### config.mk
export PLATFORM = sky130hd
export DESIGN_NAME = fpu_dispatch
export DESIGN_NICKNAME = d
export VERILOG_FILES = /design/src/rtl/fpu_dispatch.sv
export SDC_FILE = /design/constraint.sdc
export NUM_CORES = 2
export LEC_CHECK = 0
export ABC_AREA = 0
export ABC_CLOCK_PERIOD_IN_PS = 5600
export BUFFER_PORTS_ARGS = -buffer_cell sky130_fd_sc_hd__buf_2
export CORE_MARGIN = 1.5
export CORE_UTILIZATION = 36
export DETAILED_ROUTE_END_ITERATION = 10
export PLACE_DENSITY_LB_ADDON = 0.12
export REMOVE_ABC_BUFFERS = 1
export SETUP_SLACK_MARGIN = 0.05
export SKIP_CTS_REPAIR_TIMING = 1
export SYNTH_ARGS = -nofsm -noshare
export SYNTH_HDL_FRONTEND = slang
export SYNTH_SLANG_ARGS = --single-unit
export TNS_END_PERCENT = 20
### constraint.sdc
create_clock -name clk -period 5.6 [get_ports clk]
set_input_delay 0.84 -clock clk [delete_from_list [all_inputs] [get_ports clk]]
set_output_delay 0.84 -clock clk [all_outputs]
set_load 0.05 [all_outputs]
### src/rtl/fpu_dispatch.sv
// -----------------------------------------------------------------------------
// fpu_dispatch
//
// Issue / writeback front end for the combinational FPU datapath. Owns the
// 64 x 32-bit FP register file, accepts one decoded FP instruction at a time
// over a valid/ready handshake, presents the operands to the FPU from
// registers, waits a ctrl-dependent number of EXEC cycles, then captures the
// FPU result and writes it back.
//
// Parameters
//   MULTI_LAT  EXEC cycles for ctrl 3/4/5 (fmul/finv/fsqrt); must be >= 1
//   SHORT_LAT  EXEC cycles for every other ctrl code;       must be >= 1
//
// Ports
//   clk, rstn                 clock, asynchronous active-low reset
//   in_valid / in_ready       instruction handshake
//   in_ctrl, in_ds, in_dt,    decoded instruction: op code, source indices,
//   in_dd, in_imm             destination index, immediate
//   fpu_ctrl, fpu_ds_val,     registered operands driven to the FPU
//   fpu_dt_val, fpu_dd,
//   fpu_imm
//   fpu_reg_addr, fpu_dd_val  FPU result (reg_addr 0 = no write)
//   rd_addr / rd_data         auxiliary combinational register file read
//   wb_valid, wb_addr,        one-cycle retire pulse with the retired
//   wb_data                   destination and value (addr/data hold)
//
// Optional feature
//   FPU_DISPATCH_PERF_EN      when defined, adds output perf_retired, a
//                             wrapping 32-bit count of retired instructions
//                             (nops included)
// -----------------------------------------------------------------------------
module fpu_dispatch #(
  parameter int unsigned MULTI_LAT = 3,
  parameter int unsigned SHORT_LAT = 1
) (
  input  logic        clk,
  input  logic        rstn,
  input  logic        in_valid,
  output logic        in_ready,
  input  logic [3:0]  in_ctrl,
  input  logic [5:0]  in_ds,
  input  logic [5:0]  in_dt,
  input  logic [5:0]  in_dd,
  input  logic [15:0] in_imm,
  output logic [3:0]  fpu_ctrl,
  output logic [31:0] fpu_ds_val,
  output logic [31:0] fpu_dt_val,
  output logic [5:0]  fpu_dd,
  output logic [15:0] fpu_imm,
  input  logic [5:0]  fpu_reg_addr,
  input  logic [31:0] fpu_dd_val,
  input  logic [5:0]  rd_addr,
  output logic [31:0] rd_data,
  output logic        wb_valid,
  output logic [5:0]  wb_addr,
  output logic [31:0] wb_data
`ifdef FPU_DISPATCH_PERF_EN
  ,
  output logic [31:0] perf_retired
`endif
);

  // Counter only has to hold the largest "remaining cycles" value, L-1.
  localparam int unsigned MAX_LAT = (MULTI_LAT > SHORT_LAT) ? MULTI_LAT : SHORT_LAT;
  localparam int unsigned CNT_W   = (MAX_LAT > 1) ? $clog2(MAX_LAT) : 1;

  localparam logic [CNT_W-1:0] MULTI_LOAD = CNT_W'(MULTI_LAT - 1);
  localparam logic [CNT_W-1:0] SHORT_LOAD = CNT_W'(SHORT_LAT - 1);

  typedef enum logic {
    S_IDLE = 1'b0,
    S_EXEC = 1'b1
  } state_t;

  state_t           state;
  state_t           state_next;
  logic [CNT_W-1:0] cnt;
  logic             accept;
  logic             done;
  logic             is_multi;

  logic [31:0]      regs [64];

  // ---------------------------------------------------------------------------
  // Handshake / completion qualifiers
  // ---------------------------------------------------------------------------
  assign accept   = (state == S_IDLE) && in_valid;
  assign done     = (state == S_EXEC) && (cnt == '0);
  assign is_multi = (in_ctrl == 4'd3) || (in_ctrl == 4'd4) || (in_ctrl == 4'd5);

  // ---------------------------------------------------------------------------
  // FSM: state register
  // ---------------------------------------------------------------------------
  // NOTE: sequential state is always assigned with <=, so every flop samples
  // the pre-edge value of every other flop regardless of block ordering.
  always_ff @(posedge clk or negedge rstn) begin
    if (!rstn) begin
      state <= S_IDLE;
    end else begin
      state <= state_next;
    end
  end

  // ---------------------------------------------------------------------------
  // FSM: next-state logic
  // ---------------------------------------------------------------------------
  // NOTE: the default assignment at the top keeps this block free of latches
  // on every path through the case statement.
  always_comb begin
    state_next = state;
    unique case (state)
      S_IDLE: if (in_valid) state_next = S_EXEC;
      S_EXEC: if (cnt == '0) state_next = S_IDLE;
      default: state_next = S_IDLE;
    endcase
  end

  // ---------------------------------------------------------------------------
  // FSM: outputs
  // ---------------------------------------------------------------------------
  always_comb begin
    in_ready = 1'b0;
    unique case (state)
      S_IDLE:  in_ready = 1'b1;
      S_EXEC:  in_ready = 1'b0;
      default: in_ready = 1'b0;
    endcase
  end

  // ---------------------------------------------------------------------------
  // EXEC cycle counter: loaded with L-1 at accept, counts down to 0.
  // ---------------------------------------------------------------------------
  always_ff @(posedge clk or negedge rstn) begin
    if (!rstn) begin
      cnt <= '0;
    end else if (accept) begin
      cnt <= is_multi ? MULTI_LOAD : SHORT_LOAD;
    end else if ((state == S_EXEC) && (cnt != '0)) begin
      cnt <= cnt - 1'b1;
    end
  end

  // ---------------------------------------------------------------------------
  // FPU operand registers. Operands are read from the register file in the
  // accept cycle and held for the whole EXEC phase; only ctrl drops back to
  // nop on completion so the FPU idles between instructions.
  // ---------------------------------------------------------------------------
  always_ff @(posedge clk or negedge rstn) begin
    if (!rstn) begin
      fpu_ctrl   <= '0;
      fpu_ds_val <= '0;
      fpu_dt_val <= '0;
      fpu_dd     <= '0;
      fpu_imm    <= '0;
    end else if (accept) begin
      fpu_ctrl   <= in_ctrl;
      fpu_ds_val <= regs[in_ds];
      fpu_dt_val <= regs[in_dt];
      fpu_dd     <= in_dd;
      fpu_imm    <= in_imm;
    end else if (done) begin
      fpu_ctrl   <= '0;
    end
  end

  // ---------------------------------------------------------------------------
  // Register file. Entry 0 is never written, so it stays at its reset value of
  // zero and reads of f0 always return 0.
  // ---------------------------------------------------------------------------
  // NOTE: the array is cleared on reset because architectural state must be
  // zero after reset; this forces flops rather than a RAM macro, which is the
  // intended trade-off for a 64-entry file.
  always_ff @(posedge clk or negedge rstn) begin
    if (!rstn) begin
      for (int i = 0; i < 64; i++) begin
        regs[i] <= '0;
      end
    end else if (done && (fpu_reg_addr != 6'd0)) begin
      regs[fpu_reg_addr] <= fpu_dd_val;
    end
  end

  // Combinational read: a same-edge write is only visible after the edge.
  assign rd_data = regs[rd_addr];

  // ---------------------------------------------------------------------------
  // Writeback / retire. wb_valid pulses in the first IDLE cycle after
  // completion; address and data hold their last retired values.
  // ---------------------------------------------------------------------------
  always_ff @(posedge clk or negedge rstn) begin
    if (!rstn) begin
      wb_valid <= 1'b0;
      wb_addr  <= '0;
      wb_data  <= '0;
    end else begin
      wb_valid <= done;
      if (done) begin
        wb_addr <= fpu_reg_addr;
        wb_data <= fpu_dd_val;
      end
    end
  end

  // ---------------------------------------------------------------------------
  // Optional retired-instruction counter. It advances on the completion edge,
  // i.e. together with the rising wb_valid, and wraps naturally at 2^32.
  // ---------------------------------------------------------------------------
`ifdef FPU_DISPATCH_PERF_EN
  always_ff @(posedge clk or negedge rstn) begin
    if (!rstn) begin
      perf_retired <= '0;
    end else if (done) begin
      perf_retired <= perf_retired + 32'd1;
    end
  end
`else
  // No performance counter in this build.
`endif

endmodule
# Word level (Yosys, flattened, before mapping)
# Cells that the tools add are included.
[word_totals]
word_cells = 121
reg_bits = 2180
in_bits = 85
output_inout_bits = 162
[classes]
add_sub_neg = 1
bitwise_logic = 5
reduce_logical = 12
n_mux = 21
order_cmp = 5
eq_ne = 3
[op_table]
columns = ["operator", "n"]
rows = [
  ["2048-bit bitwise mux", 1],
  ["32-bit binary-select mux with 6-bit select", 3],
  ["32-bit two-way mux", 7],
  ["32-bit demux with 6-bit select", 1],
  ["7-bit >= comparator, second input constant", 4],
  ["6-bit inverter with 7-bit output", 4],
  ["4-bit by 3-bit equality test with 1-bit output, second input constant", 2],
  ["4-bit two-way mux", 2],
  ["7-bit by 1-bit less-than comparator with 1-bit output, second input constant", 1],
  ["2-bit two-way mux", 3],
  ["2-bit nonzero test", 3],
  ["6-bit nonzero test", 1],
  ["1-bit logical AND", 5],
  ["4-bit by 2-bit equality test with 1-bit output, second input constant", 1],
  ["1-bit case mux with 2 select lines", 2],
  ["2-bit logical NOT", 1],
  ["1-bit logical OR", 2],
  ["1-bit two-way mux", 2],
  ["2-bit by 1-bit subtractor with 2-bit output, second input constant", 1],
  ["1-bit inverter", 1],
]

# Longest topological paths before layout
[logic_depth]
depth_word = 6
mapped_depth = 10
mapped_depth_nobuf = 7

# Worst setup path before layout
# No wires, ideal clock.
[synth_timing]
path_kind = "input-to-output"
from = "input port rd_addr[0]"
to = "output port rd_data[2]"
slack_ps = 1760
path_buffers = 5
stages = 10
arrival_time_ps = 3000
path_cell_list = "buf_6 > buf_2 > buf_4 > buf_4 > buf_2 > nand2b_1 > o22ai_1 > a211oi_1 > a211oi_1 > a21oi_1"
[synth_between]
elab_chain_cells = 4
[synth_lines]
columns = ["element", "line", "text"]
rows = [
  ["start, declared", "52", "input logic [5:0] rd_addr,"],
  ["6-bit inverter with 7-bit output (not written as such)", "184", "assign rd_data = regs[rd_addr];"],
  ["32-bit binary-select mux with 6-bit select", "184", ""],
  ["32-bit two-way mux (not written as such) (2 in a row)", "184", ""],
  ["end, declared", "53", "output logic [31:0] rd_data,"],
]
# Every way passes these cells. The select of a mux whose other input is x is not followed.

# Worst setup path in the final report
[layout_timing]
from = "input port rd_addr[0]"
to = "output port rd_data[3]"
# Same word-level chain as after synthesis.

==> results.json <==
{
  "yosys_warnings": 0,
  "critPathKind": "primary input to output port",
  "ys_seq_elements": 2180,
  "drv_slew": 0,
  "synth_edf_count": 0,
  "leakage_nw": 65.7,
  "tritoncts": "done",
  "initial_utilization": 0.362,
  "crit_arrival_ps": 4030,
  "hold_slack_ps": 118,
  "grt_pass1_vias": 93700,
  "grt_antenna_before_repair": 27,
  "crit_required_ps": 4760,
  "reg2reg_depth": 8,
  "worstMarginPinSlew_ps": 1460,
  "insertion_delay_ps": 920,
  "wl_met2_microns": 260000,
  "grt_max_degree": 162,
  "start_kind": "primary input",
  "worstPathMaxFanout": 19,
  "fin_util": 0.409,
  "final_hold_viol_count": 0,
  "num-nets-final": 9137,
  "yosysUniqueCellTypes": 38,
  "die-width_microns": 604,
  "whs_path_depth": 3,
  "power_density_nw_per_um2": 385,
  "wl_met1_microns": 227000,
  "vias": 92300,
  "ant_nets": 0,
  "synth_area_sq_um": 130000,
  "clock_skew_ps": 49.2,
  "core_area_sq_um": 359000,
  "gp_congestion": 0.861,
  "drive_above_1_share": 0.470,
  "dr.pass1.iters": 6,
  "synth.yosys.seq_area_share": 0.420,
  "synthFlopType": "dfrtp_1",
  "min_path_type": "primary input to flop",
  "dp_hpwl_microns": 342000,
  "maxUsedRoutingLayer": "met5",
  "fmax_ghz": 0.205,
  "htreeDepth": 5,
  "rows": 220,
  "avgSynthCellArea_sq_um": 14.1,
  "fill_cells": 32800,
  "drv_cap": 0,
  "rsz0062_at_grt": "no",
  "cts_buffers": 268,
  "boundaryPins": 247,
  "min_period_ps": 4870,
  "syn_to_final_growth_pct": 12.9,
  "io_buffers": 246,
  "cts_root_buffer": "clkbuf_16",
  "finalPower_mw": 56.5,
  "met3RoutedLength_microns": 43700,
  "setup_viol": 0,
  "worstSetupEndpointType": "output port",
  "clk_pin_slew_worst_paths_ps": 60,
  "fin_crit_sh": 0.869,
  "status": "completed",
  "viasPerCell": 6.58,
  "groute.usage.overall": 0.304,
  "clock_sinks": 2180,
  "die_y_microns": 604,
  "die-area_sq_um": 365000,
  "ctsLongestPathBuffers": 4,
  "ys_async_sr_fraction": 1.00,
  "wl_per_cell_microns": 40.0,
  "synth_cells": 9216,
  "grt_pass1_wl_microns": 780000,
  "drt_wl_total_microns": 562000,
  "slew-limit-headroom": 0.0273,
  "grt-ovfl-total": 0,
  "drt-initial-drc-count": 9852,
  "drcViolationCount": 0,
  "peakVddDrop_mv": 0.219
}
-- cell families (layout without fill, tap and decap cells) --
group                    count (synthesis)  count (layout)  share of synthesized area
buffers and inverters                 1081            1120                     0.0373
AND/OR/NAND/NOR                        618             618                     0.0219
flip-flops                            2180            2180                      0.420
multiplexers                          4335            4335                      0.463
adder cells (fa/ha/maj)                  1               1                  0.0000962
other                                    0              11                          0
AO/OA/AOI/OAI                         1001            1001                     0.0583
-- where the power goes --
part           internal [mW]  switching [mW]  leakage (nW)
Sequential              19.3            3.90          29.7
Combinational           7.45            7.48          31.5
Clock                   10.9            7.38          4.47
-- through the flow --
| stage | setup TNS [ps] | setup WS [ps] | std cells | area (sq um) |
|---|---|---|---|---|
| after floorplan | -34750 | -670 | 8140 | 125000 |
| after global placement | 0 | 660 | 13600 | 138000 |
| after detailed placement | 0 | 718 | 13600 | 138000 |
| after CTS | 0 | 708 | 14000 | 147000 |
| after global routing | 0 | 605 | 14000 | 147000 |
| final | 0 | 732 | 14000 | 147000 |
-- cell usage after synthesis (8+ instances only) --
library cell / count / area [sq um]
buf_6: 9 / 101
a22oi_1: 431 / 3240
a221o_1: 128 / 1280
a22o_1: 134 / 1170
and2_1: 10 / 62.6
buf_1: 79 / 297
mux2i_1: 1144 / 11500
mux2_2: 2058 / 23200
nand3_1: 226 / 1130
nor2_1: 67 / 251
nand4_1: 29 / 181
nor3_1: 34 / 170
a221oi_1: 66 / 578
nor2b_1: 23 / 144
mux4_2: 1133 / 25500
clkbuf_1: 495 / 1860
dfrtp_1: 2180 / 54600
a31oi_1: 37 / 231
o22ai_1: 8 / 50.1
nand2_1: 215 / 807
a211oi_1: 13 / 97.6
buf_4: 40 / 300
a21oi_1: 176 / 881
buf_2: 453 / 2270
-- placed cells by master, fill, tap and decap left out, drive strengths merged, types with 3 or more instances in the layout --
cell      instances
dfrtp          2180
mux2           2058
mux2i          1144
mux4           1133
buf             640
a22oi           431
clkbuf          396
nand3           226
nand2           215
a21oi           176
a22o            134
a221o           128
nor2             67
a221oi           66
clkinv           43
a31oi            37
nor3             34
nand4            29
nor2b            23
bufinv           21
a211oi           13
diode            11
inv              11
and2             10
o22ai             8
clkinvlp          8
o21ai             4
nand2b            4
or2               3
-- final timing paths --
kind / slack [ps] / endpoint / start
min: 120 / fpu_imm[0] / in_imm[0]
max reg2reg: 1400 / regs[434] / cnt[0]
min reg2reg: 430 / regs[2031] / regs[2031]
min in group asynchronous: 530 / regs[598] / rstn
max: 730 / rd_data[3] / rd_addr[0]
max in group asynchronous: 3410 / regs[1522] / rstn
-- metal layers --
metal | GRT usage | vias up
li1 | - | 36000
met1 | 0.394 | 50400
met2 | 0.479 | 4654
met3 | 0.0659 | 1226
met4 | 0.151 | 26
met5 | 0 | -
-- worst max-delay path, stage by stage --
cell and delay, ps:
buf_8 330, buf_12 270, buf_12 210, buf_4 260, mux4_2 530, mux4_2 530
a22oi_1 250, nand2_1 360, buf_2 350
-- registers in the layout, summed over array words and instances (netlist names) --
register,cells
fpu_ctrl,4
wb_valid,1
fpu_dd,6
wb_data,32
fpu_ds_val,32
fpu_imm,16
cnt,2
wb_addr,6
regs,2048
fpu_dt_val,32
state,1
-- layout make-up --
type,count,area (sq um),share of cell area
diodes,11,27.5,0.000188
clock buffers,396,8060,0.0549
clock inverters,78,1030,0.00699
inverters,5,18.8,0.000128
multi-input cells,5955,71300,0.486
flip-flops and latches,2180,54600,0.372
well taps,4773,5970,0.0407
repair buffers,641,5820,0.0397
Note: power is estimated with default switching activity, not from simulation.
